===== config.mk =====
export PLATFORM = sky130hd
export DESIGN_NAME = video_timing_gen_flat
export DESIGN_NICKNAME = d
export VERILOG_FILES = /design/src/rtl/video_timing_pkg.sv /design/src/rtl/video_timing_gen_if.sv /design/src/rtl/video_timing_gen_colour_bar.sv /design/src/rtl/video_timing_gen.sv /design/src/flat_wrapper.sv
export SDC_FILE = /design/constraint.sdc
export NUM_CORES = 1
export LEC_CHECK = 0
export CORE_ASPECT_RATIO = 0.6
export CORE_MARGIN = 8
export CORE_UTILIZATION = 48
export CTS_BUF_LIST = sky130_fd_sc_hd__clkbuf_4 sky130_fd_sc_hd__clkbuf_8 sky130_fd_sc_hd__clkbuf_16
export CTS_CLUSTER_DIAMETER = 50
export DETAILED_ROUTE_END_ITERATION = 6
export DONT_BUFFER_PORTS = 1
export PLACE_DENSITY = 0.62
export SLEW_MARGIN = 20
export SYNTH_ARGS = -nofsm -noshare
export SYNTH_HDL_FRONTEND = slang
export SYNTH_HIERARCHICAL = 1
export SYNTH_SLANG_ARGS = --single-unit

===== constraint.sdc =====
create_clock -name clk -period 4.3 [get_ports clk]
set_input_delay 0.215 -clock clk [delete_from_list [all_inputs] [get_ports clk]]
set_output_delay 0.215 -clock clk [all_outputs]
set_load 0.005 [all_outputs]

===== src/rtl/video_timing_pkg.sv =====
// Shared constants and helpers for the raster timing generator:
// 640x480@60 default timing, sync polarity encoding, colour-bar palette
// and the line/frame total functions.
package video_timing_pkg;

    localparam int unsigned DEF_H_ACTIVE = 640;
    localparam int unsigned DEF_H_FP     = 16;
    localparam int unsigned DEF_H_SYNC   = 96;
    localparam int unsigned DEF_H_BP     = 48;
    localparam int unsigned DEF_V_ACTIVE = 480;
    localparam int unsigned DEF_V_FP     = 10;
    localparam int unsigned DEF_V_SYNC   = 2;
    localparam int unsigned DEF_V_BP     = 33;

    // Asserted level of h_sync/v_sync.
    localparam bit SYNC_ACTIVE_LOW  = 1'b0;
    localparam bit SYNC_ACTIVE_HIGH = 1'b1;
    localparam bit DEF_SYNC_POL     = SYNC_ACTIVE_LOW;

    localparam int unsigned NUM_BARS = 8;

    // Bar colours, left to right across the active line.
    localparam logic [0:7][23:0] BAR_COLOUR = {
        24'hFFFFFF, 24'hFFFF00, 24'h00FFFF, 24'h00FF00,
        24'hFF00FF, 24'hFF0000, 24'h0000FF, 24'h000000
    };

    function automatic int unsigned calc_h_total(input int unsigned active,
                                                 input int unsigned fp,
                                                 input int unsigned sync,
                                                 input int unsigned bp);
        return active + fp + sync + bp;
    endfunction

    function automatic int unsigned calc_v_total(input int unsigned active,
                                                 input int unsigned fp,
                                                 input int unsigned sync,
                                                 input int unsigned bp);
        return active + fp + sync + bp;
    endfunction

endpackage


===== src/rtl/video_timing_gen_if.sv =====
// Timing/pixel bundle between the raster generator and its consumer.
// tpg_sel exists only when VTG_TPG_EN is defined.
interface video_timing_gen_if;

    logic        ce;
    logic [23:0] pixel_in;
    logic        h_sync;
    logic        v_sync;
    logic        de;
    logic [15:0] x;
    logic [15:0] y;
    logic        frame_start;
    logic        line_start;
    logic [23:0] pixel_out;
`ifdef VTG_TPG_EN
    logic        tpg_sel;

    modport master (
        input  ce, pixel_in, tpg_sel,
        output h_sync, v_sync, de, x, y, frame_start, line_start, pixel_out
    );

    modport slave (
        output ce, pixel_in, tpg_sel,
        input  h_sync, v_sync, de, x, y, frame_start, line_start, pixel_out
    );
`else
    modport master (
        input  ce, pixel_in,
        output h_sync, v_sync, de, x, y, frame_start, line_start, pixel_out
    );

    modport slave (
        output ce, pixel_in,
        input  h_sync, v_sync, de, x, y, frame_start, line_start, pixel_out
    );
`endif

endinterface


===== src/rtl/video_timing_gen_colour_bar.sv =====
// colour_bar_gen: eight equal vertical bars across the active line.
// Compiled only when VTG_TPG_EN is defined. The bar index comes from a
// width counter restarted by line_start, so no divider is needed.
// colour is combinational and belongs to the current counter position.
`ifdef VTG_TPG_EN
module colour_bar_gen
    import video_timing_pkg::*;
#(
    parameter int unsigned H_ACTIVE = DEF_H_ACTIVE
) (
    input  logic        clk,
    input  logic        rst_n,
    input  logic        ce,
    input  logic        de,
    input  logic        line_start,
    output logic [23:0] colour
);

    localparam int unsigned BAR_W    = H_ACTIVE / NUM_BARS;
    localparam logic [15:0] BAR_LAST = 16'(BAR_W - 1);

    logic [15:0] cnt_q;
    logic [2:0]  bar_q;
    logic [15:0] cnt_cur;
    logic [2:0]  bar_cur;

    // line_start forces the first pixel of a line into bar 0 immediately.
    always_comb begin
        cnt_cur = line_start ? '0 : cnt_q;
        bar_cur = line_start ? '0 : bar_q;
    end

    // Advance the width counter on each active pixel, step bar at width end.
    always_ff @(posedge clk or negedge rst_n) begin
        if (!rst_n) begin
            cnt_q <= '0;
            bar_q <= '0;
        end else if (ce) begin
            if (de) begin
                if (cnt_cur == BAR_LAST) begin
                    cnt_q <= '0;
                    bar_q <= bar_cur + 3'd1;
                end else begin
                    cnt_q <= cnt_cur + 16'd1;
                    bar_q <= bar_cur;
                end
            end else if (line_start) begin
                cnt_q <= '0;
                bar_q <= '0;
            end
        end
    end

    assign colour = BAR_COLOUR[bar_cur];

endmodule
`endif


===== src/rtl/video_timing_gen.sv =====
// video_timing_gen: raster timing source. Horizontal/vertical counters,
// sync pulses, active-video flag, coordinates and a registered pixel,
// all advancing on ce and delayed by one ce cycle from the counters.
// Optional test pattern: define VTG_TPG_EN to add tpg_sel and colour bars.
module video_timing_gen
    import video_timing_pkg::*;
#(
    parameter int unsigned H_ACTIVE = DEF_H_ACTIVE,
    parameter int unsigned H_FP     = DEF_H_FP,
    parameter int unsigned H_SYNC   = DEF_H_SYNC,
    parameter int unsigned H_BP     = DEF_H_BP,
    parameter int unsigned V_ACTIVE = DEF_V_ACTIVE,
    parameter int unsigned V_FP     = DEF_V_FP,
    parameter int unsigned V_SYNC   = DEF_V_SYNC,
    parameter int unsigned V_BP     = DEF_V_BP,
    parameter bit          SYNC_POL = DEF_SYNC_POL
) (
    input  logic               clk,
    input  logic               rst_n,
    video_timing_gen_if.master bus
);

    localparam int unsigned H_TOTAL = calc_h_total(H_ACTIVE, H_FP, H_SYNC, H_BP);
    localparam int unsigned V_TOTAL = calc_v_total(V_ACTIVE, V_FP, V_SYNC, V_BP);

    if (H_TOTAL > 65535 || V_TOTAL > 65535 || H_ACTIVE == 0 ||
        (H_ACTIVE % NUM_BARS) != 0) begin : g_bad_cfg
        $error("video_timing_gen: illegal timing parameters");
    end

    localparam logic [15:0] H_LAST   = 16'(H_TOTAL - 1);
    localparam logic [15:0] V_LAST   = 16'(V_TOTAL - 1);
    localparam logic [15:0] H_ACT    = 16'(H_ACTIVE);
    localparam logic [15:0] V_ACT    = 16'(V_ACTIVE);
    localparam logic [15:0] HS_BEG   = 16'(H_ACTIVE + H_FP);
    localparam logic [15:0] HS_END   = 16'(H_ACTIVE + H_FP + H_SYNC);
    localparam logic [15:0] VS_BEG   = 16'(V_ACTIVE + V_FP);
    localparam logic [15:0] VS_END   = 16'(V_ACTIVE + V_FP + V_SYNC);

    logic [15:0] hc;
    logic [15:0] vc;
    logic [15:0] hc_nxt;
    logic [15:0] vc_nxt;
    logic        h_last;
    logic        v_last;
    logic        h_sync_c;
    logic        v_sync_c;
    logic        de_c;
    logic        fs_c;
    logic        ls_c;
    logic [23:0] pix_src;

    logic        h_sync_q;
    logic        v_sync_q;
    logic        de_q;
    logic [15:0] x_q;
    logic [15:0] y_q;
    logic        fs_q;
    logic        ls_q;
    logic [23:0] pix_q;

    // Counter wrap and decode of the current position.
    always_comb begin
        h_last   = (hc == H_LAST);
        v_last   = (vc == V_LAST);
        hc_nxt   = h_last ? '0 : hc + 16'd1;
        vc_nxt   = vc;
        if (h_last) begin
            vc_nxt = v_last ? '0 : vc + 16'd1;
        end
        h_sync_c = ((hc >= HS_BEG) && (hc < HS_END)) ? SYNC_POL : ~SYNC_POL;
        v_sync_c = ((vc >= VS_BEG) && (vc < VS_END)) ? SYNC_POL : ~SYNC_POL;
        de_c     = (hc < H_ACT) && (vc < V_ACT);
        fs_c     = (hc == 16'd0) && (vc == 16'd0);
        ls_c     = (hc == 16'd0);
    end

`ifdef VTG_TPG_EN
    logic [23:0] bar_colour;
    logic        tpg_q;
    logic        tpg_eff;

    colour_bar_gen #(
        .H_ACTIVE (H_ACTIVE)
    ) u_colour_bar_gen (
        .clk        (clk),
        .rst_n      (rst_n),
        .ce         (bus.ce),
        .de         (de_c),
        .line_start (ls_c),
        .colour     (bar_colour)
    );

    // Latch the pattern select once per frame so a frame is never mixed.
    always_ff @(posedge clk or negedge rst_n) begin
        if (!rst_n) begin
            tpg_q <= 1'b0;
        end else if (bus.ce && fs_c) begin
            tpg_q <= bus.tpg_sel;
        end
    end

    // The first pixel of a frame already uses the freshly sampled select.
    assign tpg_eff = fs_c ? bus.tpg_sel : tpg_q;
    assign pix_src = tpg_eff ? bar_colour : bus.pixel_in;
`else
    assign pix_src = bus.pixel_in;
`endif

    // Raster counters, advancing only on ce.
    always_ff @(posedge clk or negedge rst_n) begin
        if (!rst_n) begin
            hc <= '0;
            vc <= '0;
        end else if (bus.ce) begin
            hc <= hc_nxt;
            vc <= vc_nxt;
        end
    end

    // Register the decoded position and its pixel; everything holds when ce=0.
    always_ff @(posedge clk or negedge rst_n) begin
        if (!rst_n) begin
            h_sync_q <= ~SYNC_POL;
            v_sync_q <= ~SYNC_POL;
            de_q     <= 1'b0;
            x_q      <= '0;
            y_q      <= '0;
            fs_q     <= 1'b0;
            ls_q     <= 1'b0;
            pix_q    <= '0;
        end else if (bus.ce) begin
            h_sync_q <= h_sync_c;
            v_sync_q <= v_sync_c;
            de_q     <= de_c;
            x_q      <= hc;
            y_q      <= vc;
            fs_q     <= fs_c;
            ls_q     <= ls_c;
            pix_q    <= de_c ? pix_src : 24'h0;
        end
    end

    assign bus.h_sync      = h_sync_q;
    assign bus.v_sync      = v_sync_q;
    assign bus.de          = de_q;
    assign bus.x           = x_q;
    assign bus.y           = y_q;
    assign bus.frame_start = fs_q;
    assign bus.line_start  = ls_q;
    assign bus.pixel_out   = pix_q;

endmodule

===== src/flat_wrapper.sv =====
// flat-port wrapper written by rule: the top's interface ports become plain ports
module video_timing_gen_flat import video_timing_pkg::*;
#(
    parameter int unsigned H_ACTIVE = DEF_H_ACTIVE,
    parameter int unsigned H_FP     = DEF_H_FP,
    parameter int unsigned H_SYNC   = DEF_H_SYNC,
    parameter int unsigned H_BP     = DEF_H_BP,
    parameter int unsigned V_ACTIVE = DEF_V_ACTIVE,
    parameter int unsigned V_FP     = DEF_V_FP,
    parameter int unsigned V_SYNC   = DEF_V_SYNC,
    parameter int unsigned V_BP     = DEF_V_BP,
    parameter bit          SYNC_POL = DEF_SYNC_POL
)
  (clk, rst_n, bus_ce, bus_pixel_in, bus_h_sync, bus_v_sync, bus_de, bus_x, bus_y, bus_frame_start, bus_line_start, bus_pixel_out);
  video_timing_gen_if bus_i ();
  input  logic clk;
  input  logic rst_n;
  input wire logic [$bits(bus_i.ce)-1:0] bus_ce;
  input wire logic [$bits(bus_i.pixel_in)-1:0] bus_pixel_in;
  output wire logic [$bits(bus_i.h_sync)-1:0] bus_h_sync;
  output wire logic [$bits(bus_i.v_sync)-1:0] bus_v_sync;
  output wire logic [$bits(bus_i.de)-1:0] bus_de;
  output wire logic [$bits(bus_i.x)-1:0] bus_x;
  output wire logic [$bits(bus_i.y)-1:0] bus_y;
  output wire logic [$bits(bus_i.frame_start)-1:0] bus_frame_start;
  output wire logic [$bits(bus_i.line_start)-1:0] bus_line_start;
  output wire logic [$bits(bus_i.pixel_out)-1:0] bus_pixel_out;
  assign bus_i.ce = bus_ce;
  assign bus_i.pixel_in = bus_pixel_in;
  assign bus_h_sync = bus_i.h_sync;
  assign bus_v_sync = bus_i.v_sync;
  assign bus_de = bus_i.de;
  assign bus_x = bus_i.x;
  assign bus_y = bus_i.y;
  assign bus_frame_start = bus_i.frame_start;
  assign bus_line_start = bus_i.line_start;
  assign bus_pixel_out = bus_i.pixel_out;
  video_timing_gen #(.H_ACTIVE(H_ACTIVE), .H_FP(H_FP), .H_SYNC(H_SYNC), .H_BP(H_BP), .V_ACTIVE(V_ACTIVE), .V_FP(V_FP), .V_SYNC(V_SYNC), .V_BP(V_BP), .SYNC_POL(SYNC_POL)) u_core (.clk(clk), .rst_n(rst_n), .bus(bus_i));
endmodule

==> impl_metrics.ini, run 1 <==
[outcome]
status = finished, final reports clean

[die]
start_util = 0.4996
row_count = 25
die_w_um = 133.6
ios = 88
core_um2 = 7976
die-area_um2 = 11570
die_h_um = 86.58

[synth]
yosys.area_share.simple = 0.1397
synth-xor-area-share = 0.04396
synth.most_common_cell = dfrtp_1
synth.area.top_cells = dfrtp_1, mux2_2, a22o_1
synth-edff-count = 0
synth_compound_area_frac = 0.09513
yosys.area.top_type_share = 0.5714
synth_common_cells = dfrtp_1, mux2_2, a22o_1
synth_top_family_by_area = simple AND/OR/NAND/NOR gates
ys_seq_area_frac = 0.5846
synth_warnings = 6
netlist_area_um2 = 3985
synthMuxAreaShare = 0.09294
syn_area_per_cell_um2 = 12.41
synth.distinct_cells = 43
synth_fp_nets = 353
synth_fa_ha_area_frac = 0.01570
synth_flop_cell = dfrtp_1
async_flop_share = 1.000
syn_inst = 321
synth_top_area_cell = dfrtp_1
yosys_register_bits = 93

[clock_tree]
htreeDepth = 3
clockBufferDepth = 2
tritoncts = done
numCtsBuffers = 9
cts_resized = 0
cts-root-buf = clkbuf_16
path_clk_slew_ns = 0.07
insertion_delay_ns = 0.33
clock-sinks = 93

[sta]
fin_crit_ns = 2.466
fmax_ghz = 0.4054
rsz0062_at_grt = no
slew_headroom = 0.4426
slew_viol_final = 0
finalClockSkew_ns = 0.007046
finalHoldViolations = 0
setup_tns_ns = 0
tightest_slew_ns = 0.8292
hold_ws_ns = 0.01537
finalCritPeriodShare = 0.5736
setup_viol = 0
setup_slack_ns = 1.834

[pwr]
switching_share = 0.2285
p_int_mw = 1.497
p_seq_frac = 0.505
netSwitchingPower_mw = 0.4433
p_leak_nw = 2.137
p_per_area_nw_per_um2 = 423.0
ir_drop_mv = 0.2305
combPwrFrac = 0.066
clkPwrFrac = 0.429

[critical_path]
start_kind = flop
criticalPathCategory = flop to flop
cp.required_ns = 4.57
worstPathMaxFanout = 17
crit_path_end_kind = flop
arrival_ns = 2.74

[flow_run]
drv_cap = 0

[drt]
route.met2.wl_um = 3546
viasPerCell = 5.710
drc = 0
wl_per_cell_um = 19.36
drtAntennaViolNets = 0
dr.pass1.iters = 4
wl_met1_um = 4223
wl_um = 8692
vias = 2564
drtIter0Drc = 151
wl_met3_um = 814
dr.max_layer_used = met4

[grt]
antenna_found_initial = 0
grt_max_degree = 94
grt_usage = 0.1558
grt_pass1_vias = 2596
gr-total-overflow = 0
grt_pass1_wl_um = 14170

[placement]
post-place-ws_ns = 1.864
gp_congestion = 0.8332
hpwlAfterDp_um = 5901
io_buffer_count = 0

[layout]
post-route-util = 0.5751
nNetsFinal = 368
syn2layout_area_growth_pct = 15.10
drive_gt1_frac = 0.1906
n_antenna_cell = 0

[min_path]
hold_path_class = input port to flop
-- metrics by stage --
stage | total power, mW | std cells | instance area, µm²
after global routing | 2.030 | 449 | 4587
after detailed placement | 1.090 | 413 | 4046
final | 1.940 | 449 | 4587
after floorplan | 1.068 | 321 | 3985
after CTS | 1.967 | 448 | 4577
after global placement | 1.087 | 412 | 4039
-- registers in the layout, indices dropped and copies added, names as in the netlist --
name                    cells
u_core/hc                  16
u_core/bus.line_start       1
u_core/bus.y               16
u_core/bus.v_sync           1
u_core/vc                  16
u_core/bus.x               16
u_core/bus.frame_start      1
u_core/bus.pixel_out       24
u_core/bus.de               1
u_core/bus.h_sync           1
-- worst max-delay path, cell delays in order, from the launching register on --
cell and delay [ns]:
dfrtp_1 0.42, or4_4 0.56, nor3_4 0.26, nand2_2 0.12, nor4_4 0.56, buf_4 0.32, a22o_1 0.16
-- cell type report --
type	count	area (µm²)
flip-flops and latches	93	2330
repair buffers	21	225.2
fillers	685	3390
multi-input cells	203	1544
well taps	108	135.1
clock buffers	9	225.2
inverters	8	30.03
clock inverters	7	97.59
-- layer usage --
layer | GRT usage | vias up
met5 | 0 | -
met4 | 0.05167 | 0
met3 | 0.07275 | 11
met2 | 0.2062 | 76
met1 | 0.2168 | 1280
li1 | - | 1197
-- power groups by stage --
| stage | logic, mW | registers (mW) | clock network [mW] |
|---|---|---|---|
| 5_1_grt | 0.146 | 0.992 | 0.892 |
| 3_3_place_gp | 0.0888 | 0.998 | 0 |
| 6_report | 0.127 | 0.980 | 0.833 |
| 2_1_floorplan | 0.0945 | 0.974 | 0 |
| 4_1_cts | 0.128 | 0.981 | 0.858 |
| 3_5_place_dp | 0.0921 | 0.998 | 0 |
-- placed cells by master (no fill, tap or decap), types with 2 or more instances in the layout --
cell	n
a21o_1	2
a21oi_1	4
a22o_1	25
and3_1	8
and4_1	4
bufinv_16	2
clkbuf_16	9
clkinvlp_4	2
dfrtp_1	91
dfstp_2	2
dlygate4sd3_1	19
ha_1	5
inv_1	7
mux2_2	32
nand2_1	17
nand2_2	2
nand2b_1	2
nand3_1	10
nand4_1	7
nor2_1	13
nor3_1	9
nor4_1	3
o21ai_0	15
o31ai_1	5
or3_1	2
or4_1	2
or4_4	3
xnor2_1	9
xor2_1	11
-- worst paths after layout --
kind	slack [ns]	end	from	depth (start not counted)
max in group asynchronous	3.50	u_core/hc[9]	rst_n	2
setup reg to reg	1.83	u_core/bus.pixel_out[1]	u_core/hc[12]	6
hold / removal	0.02	u_core/bus.pixel_out[18]	bus_pixel_in[18]	1
setup / recovery	1.83	u_core/bus.pixel_out[1]	u_core/hc[12]	6
min in group asynchronous	0.45	u_core/bus.x[1]	rst_n	2
hold reg to reg	0.49	u_core/vc[15]	u_core/vc[15]	1
-- timing repair --
action	4_1_cts	5_1_grt
setup endpoints to repair	0	0
buffers inserted	0	0
hold buffers	19	1
endpoints found under the hold margin	113	1
-- cell families after synthesis --
logic type / Yosys count
compound gates: 53
xor+xnor: 20
fa+ha+maj: 5
buf+inv: 25
flops: 93
mux: 33
simple gates: 92
Power figures use the tool's default switching activity.
==> run 2: changes to the inputs <==
--- a/config.mk
+++ b/config.mk
@@ -5,6 +5,7 @@
 export SDC_FILE = /design/constraint.sdc
 export NUM_CORES = 1
 export LEC_CHECK = 0
+export ABC_AREA = 1
 export CORE_ASPECT_RATIO = 0.6
 export CORE_MARGIN = 8
 export CORE_UTILIZATION = 48
==> constraint.sdc (replaced) <==
create_clock -name clk -period 2.4 [get_ports clk]
set_input_delay 0.12 -clock clk [delete_from_list [all_inputs] [get_ports clk]]
set_output_delay 0.12 -clock clk [all_outputs]
set_load 0.005 [all_outputs]
==> run 2 against run 1 <==
Effect of this change:
- global-route usage rose by 2.2 points
- sequential power up 79%
- core utilization is 0.92 points lower
- area after synthesis up 14%
- count of clock-buffer cells in the layout increased by 2
- clock skew up 0.00053 ns
- via count is 38% higher
- largest power group unchanged
- highest routed layer unchanged
==> impl_metrics.ini, run 2 <==
[outcome]
status = finished, final reports clean

[critical_path]
r2r-start = u_core/hc[7]
slowest_delay_ns = 0.46
arrival_ns = 2.01
crit_path_end_kind = flop
path_delay_family = simple AND/OR/NAND/NOR gates
worstPathCellList = inv_1 > nand2_1 > nor3_2 > nand3_4 > inv_1 > nand3_1 > nand2_1
worstPathMaxFanout = 31
start_kind = flop
reg2reg_slack_ns = 0.67
critPathSlowestCell = dfrtp_1
cp.required_ns = 2.68
criticalPathCategory = flop to flop
r2r_cells = 7
timing.rr.end = u_core/vc[15]
path_buf_inv = 2

[placement]
placed_cell_area_um2 = 4609
gp_congestion = 0.9598
io_buffer_count = 0
hpwlAfterDp_um = 7506
post-place-ws_ns = 0.7060
dpl.cell_count = 642

[sta]
finalHoldViolations = 0
rsz0062_at_grt = no
setup_slack_ns = 0.6673
fin_crit_ns = 1.733
tightest_slew_ns = 0.6436
hold_ws_ns = 0.07667
finalClockSkew_ns = 0.007576
fmax_ghz = 0.5771
setup_tns_ns = 0
finalCritPeriodShare = 0.7220
setup_viol = 0
slew_headroom = 0.5695
slew_viol_final = 0

[synth]
synth.distinct_cells = 31
synth_fp_nets = 561
syn_area_per_cell_um2 = 8.609
synth.area.top_cells = dfrtp_1, nand2_1, nand3_2
synth_common_cells = nand2_1, dfrtp_1, inv_1
synth_warnings = 6
yosys.area.top_type_share = 0.5000
synth_flop_cell = dfrtp_1
synth-edff-count = 0
ys_seq_area_frac = 0.5115
yosys_register_bits = 93
async_flop_share = 1.000
syn_inst = 529
synth.most_common_cell = nand2_1
synth_top_area_cell = dfrtp_1
netlist_area_um2 = 4554

[clock_tree]
tritoncts = done
htreeDepth = 3
clockBufferDepth = 2
numCtsBuffers = 9
cts-root-buf = clkbuf_16
cts_resized = 0
clock-sinks = 93
path_clk_slew_ns = 0.07
insertion_delay_ns = 0.34

[die]
die_w_um = 141.8
die-area_um2 = 12960
start_util = 0.4956
row_count = 27
core_um2 = 9189
die_h_um = 91.45
ios = 88

[layout]
fin_area_um2 = 5200
post-route-util = 0.5659
largest_register_ffs = 24
syn2layout_area_growth_pct = 14.18
num-fill-cells = 829
final_cell_mix = nand2_1, dfrtp_1, inv_1
nNetsFinal = 582
n_antenna_cell = 0
stdcell_count = 684
final_common_cell = nand2_1
drive_gt1_frac = 0.1245

[grt]
grt_max_degree = 94
antenna_found_initial = 0
gr-total-overflow = 0
grt_pass1_vias = 3329
grt_usage = 0.1778
grt_pass1_wl_um = 18410

[drt]
wl_um = 11000
vias = 3533
dr.pass1.iters = 5
wl_per_cell_um = 16.09
drtIter0Drc = 291
drc = 0
viasPerCell = 5.165
drtAntennaViolNets = 0

[min_path]
hold_path_class = input port to flop
min_delay_path_depth = 3
min_from = bus_ce
hold_end = u_core/bus.h_sync

[pwr]
ir_drop_mv = 0.3226
netSwitchingPower_mw = 0.9089
p_seq_frac = 0.497
clkPwrFrac = 0.411
p_int_mw = 2.618
power_mw = 3.527
combPwrFrac = 0.092
p_leak_nw = 2.459
switching_share = 0.2577
p_per_area_nw_per_um2 = 678.2

[flow_run]
drv_cap = 0
run 2: cell count changes after synthesis, moves of 6 or more:
cell	before	now
nand3_1	10	29
o21ai_2	0	10
o21ai_1	0	15
nand2_1	17	181
buf_6	2	8
a22o_1	25	0
nand3_2	0	21
nor2_1	13	39
and3_1	8	0
o21ai_0	15	21
mux2_2	32	0
inv_1	7	43
xnor2_1	9	1
run 2: worst max path at each step:
stage,startpoint,endpoint,slack [ns],depth (start not counted)
6_report,u_core/hc[7],u_core/vc[15],0.67,7
5_1_grt,bus_ce,u_core/hc[9],0.54,8
3_5_place_dp,u_core/hc[7],u_core/vc[15],0.71,7
3_3_place_gp,u_core/hc[0],u_core/vc[15],0.75,7
4_1_cts,u_core/hc[7],u_core/vc[15],0.68,7
2_1_floorplan,u_core/vc[1],u_core/vc[10],1.06,7
run 2: cell families (layout without fill, tap and decap cells):
| logic type | after synthesis | after routing | share of synthesized area |
|---|---|---|---|
| fa+ha+maj | 5 | 5 | 0.01374 |
| compound gates | 52 | 52 | 0.06703 |
| flops | 93 | 93 | 0.5115 |
| buf+inv | 65 | 90 | 0.06841 |
| simple gates | 302 | 302 | 0.3162 |
| xor+xnor | 12 | 12 | 0.02308 |
run 2: final cells by class:
| class | count | area (µm²) | share of cell area |
|---|---|---|---|
| clock buffers | 11 | 246.5 | 0.04740 |
| flip-flops and latches | 93 | 2330 | 0.4480 |
| inverters | 45 | 168.9 | 0.03248 |
| well taps | 130 | 162.7 | 0.03128 |
| multi-input cells | 371 | 1913 | 0.3679 |
| repair buffers | 30 | 322.8 | 0.06208 |
| clock inverters | 4 | 56.30 | 0.01083 |
run 2: timing repair:
item,CTS,global route
endpoints found under the hold margin,132,0
setup buffers,0,0
hold buffers,27,0
endpoints found under the setup margin,0,0
run 2: power by group through the flow:
stage	logic, mW	registers, mW	clock network [mW]
3_5_place_dp	0.246	1.78	0
4_1_cts	0.326	1.75	1.49
2_1_floorplan	0.200	1.75	0
5_1_grt	0.376	1.76	1.55
6_report	0.325	1.75	1.45
3_3_place_gp	0.241	1.78	0
run 2: layer usage:
| layer | routed length (µm) | GRT usage |
|---|---|---|
| met1 | 5255 | 0.2625 |
| met2 | 4412 | 0.2341 |
| met3 | 1207 | 0.06688 |
| met4 | 128 | 0.04711 |
| met5 | 0 | 0 |
run 2: tightest hold or removal path, stage by stage:
cell,delay [ns]
nand3_2,0.08
nor2_1,0.10
a31oi_1,0.10
==> run 3: changes to the inputs <==
--- a/config.mk
+++ b/config.mk
@@ -5,7 +5,7 @@
 export SDC_FILE = /design/constraint.sdc
 export NUM_CORES = 1
 export LEC_CHECK = 0
-export ABC_AREA = 1
+export ABC_AREA = 0
 export CORE_ASPECT_RATIO = 0.6
 export CORE_MARGIN = 8
 export CORE_UTILIZATION = 48
@@ -13,7 +13,7 @@
 export CTS_CLUSTER_DIAMETER = 50
 export DETAILED_ROUTE_END_ITERATION = 6
 export DONT_BUFFER_PORTS = 1
-export PLACE_DENSITY = 0.62
+export PLACE_DENSITY = 0.64
 export SLEW_MARGIN = 20
 export SYNTH_ARGS = -nofsm -noshare
 export SYNTH_HDL_FRONTEND = slang
==> constraint.sdc (replaced) <==
create_clock -name clk -period 1.45 [get_ports clk]
set_input_delay 0.0725 -clock clk [delete_from_list [all_inputs] [get_ports clk]]
set_output_delay 0.0725 -clock clk [all_outputs]
set_load 0.005 [all_outputs]
==> run 3 against run 2 <==
Effect of this change:
- the flow now finishes with violations (hold timing, setup timing)
- final cell count shrank 22%
- design area grew 5.7%
- hold slack got worse by 0.65 ns
==> impl_metrics.ini, run 3 (same netlist as run 1, synthesis figures left out) <==
[placement]
placed_cell_area_um2 = 4603
io_buffer_count = 0
gp_congestion = 0.7930
hpwlAfterDp_um = 6562
post-place-ws_ns = -0.6270

[layout]
largest_register_ffs = 24
fin_area_um2 = 5495
syn2layout_area_growth_pct = 37.90
final_common_cell = dfrtp_1
nNetsFinal = 453
drive_gt1_frac = 0.4014
n_antenna_cell = 0
final_cell_mix = dfrtp_1, buf_4, mux2_2

[sta]
slew_viol_final = 0
finalCritPeriodShare = 1.465
tightest_slew_ns = 0.4817
hold_ws_ns = -0.5761
slew_headroom = 0.6784
setup_viol = 51
finalHoldViolations = 93
finalClockSkew_ns = 0.003062
fin_crit_ns = 2.124
setup_slack_ns = -0.6744
rsz0062_at_grt = yes
fmax_ghz = 0.4707

[drt]
drtIter0Drc = 151
drtAntennaViolNets = 0
wl_per_cell_um = 20.07
vias = 2903
dr.pass1.iters = 4
wl_um = 10720
viasPerCell = 5.436
drc = 0

[flow_run]
drv_cap = 0

[critical_path]
criticalPathCategory = flop to flop
critPathSlowestCell = or4_4
timing.rr.end = u_core/bus.pixel_out[23]
start_kind = flop
path_buf_inv = 2
cp.required_ns = 1.72
crit_path_end_kind = flop
worstPathMaxFanout = 7
r2r-start = u_core/hc[12]
slowest_delay_ns = 0.55
reg2reg_slack_ns = -0.67
worstPathCellList = or4_4 > nor3_4 > nand2_2 > nor4_4 > buf_6 > buf_12 > a22o_1
path_delay_family = simple AND/OR/NAND/NOR gates
r2r_cells = 7
arrival_ns = 2.39

[die]
die_h_um = 86.58
start_util = 0.4996
die_w_um = 133.6
row_count = 25
core_um2 = 7976
die-area_um2 = 11570
ios = 88

[clock_tree]
numCtsBuffers = 9
clock-sinks = 93
htreeDepth = 3
cts-root-buf = clkbuf_16
tritoncts = done
path_clk_slew_ns = 0.06
clockBufferDepth = 2
insertion_delay_ns = 0.34

[pwr]
clkPwrFrac = 0.418
netSwitchingPower_mw = 1.387
p_leak_nw = 2.615
ir_drop_mv = 0.6146
p_seq_frac = 0.470
p_per_area_nw_per_um2 = 1097
p_int_mw = 4.641
combPwrFrac = 0.111
switching_share = 0.2302

[grt]
grt_pass1_vias = 3014
antenna_found_initial = 0
grt_max_degree = 94
grt_pass1_wl_um = 16660
gr-total-overflow = 0
grt_usage = 0.1833

[outcome]
status = complete, but fails checks
violations = hold timing, setup timing

[min_path]
hold_path_class = input port to async pin
-- run 3: cell types whose count changed in the layout (fill, tap and decap cells not counted), sizes merged, moves of 8 or more --
cell,change
a22o,+25
and3,+8
buf,+74
inv,-38
mux2,+32
nand2,-164
nand3,-42
nor2,-34
o21ai,-31
xnor2,+8
-- run 3: worst reg2reg max path, cell delays in order, from the launching register on --
cell	delay (ns)
dfrtp_1	0.39
or4_4	0.55
nor3_4	0.25
nand2_2	0.13
nor4_4	0.27
buf_6	0.18
buf_12	0.13
a22o_1	0.16
-- run 3: through the flow --
stage	std cells	total power, mW	utilization	setup TNS, ns
2_1_floorplan	321	3.177	-	-22.90
3_3_place_gp	479	3.397	0.5771	-26.00
3_5_place_dp	479	3.410	0.5771	-27.00
4_1_cts	530	6.051	0.6739	-27.96
5_1_grt	534	6.263	0.6889	-33.32
6_report	534	6.028	0.6889	-30.78
-- run 3: power by group through the flow --
stage                     clock network, mW  logic [mW]  registers, mW
after global placement                    0       0.519           2.88
after floorplan                           0       0.289           2.89
final                                  2.52       0.671           2.84
after CTS                              2.58       0.635           2.84
after detailed placement                  0       0.526           2.88
after global routing                   2.67       0.739           2.86
-- run 3: cell type report --
type                            count  area [µm²]
Fill cell                         553        2481
Sequential cell                    93        2330
Multi-Input combinational cell    203        1717
Timing Repair Buffer              106       958.4
Clock buffer                       11       240.2
Tap cell                          108       135.1
Clock inverter                      5       85.08
Inverter                            8       30.03
-- run 3: repair_timing --
item                                    4_1_cts  5_1_grt
gates resized for setup                      24       17
pin swaps                                    11       13
buffers inserted                              4        6
endpoints found under the setup margin       53       60
hold endpoints to repair                    154      128
hold buffers                                 31        1
gates cloned                                  0        3
-- run 3: per-layer routing --
layer  share of wire  global-route usage  wire length, µm  vias to the layer above
met5               0                   0                0                        -
met4          0.0073             0.05268               78                        0
met3           0.097             0.08314             1039                        9
met2            0.43              0.2702             4594                      100
met1            0.47              0.2374             5002                     1432
li1                -                   -                -                     1362
-- run 3: worst max path at each step --
stage	start	to	cells past startpoint	slack, ns
final	u_core/hc[12]	u_core/bus.pixel_out[23]	7	-0.67
after global routing	u_core/hc[12]	u_core/vc[13]	6	-0.75
after CTS	u_core/vc[15]	u_core/bus.frame_start	5	-0.63
after detailed placement	u_core/vc[15]	u_core/bus.frame_start	5	-0.63
after global placement	u_core/vc[15]	u_core/bus.frame_start	5	-0.58
after floorplan	u_core/vc[15]	u_core/bus.v_sync	5	-0.56
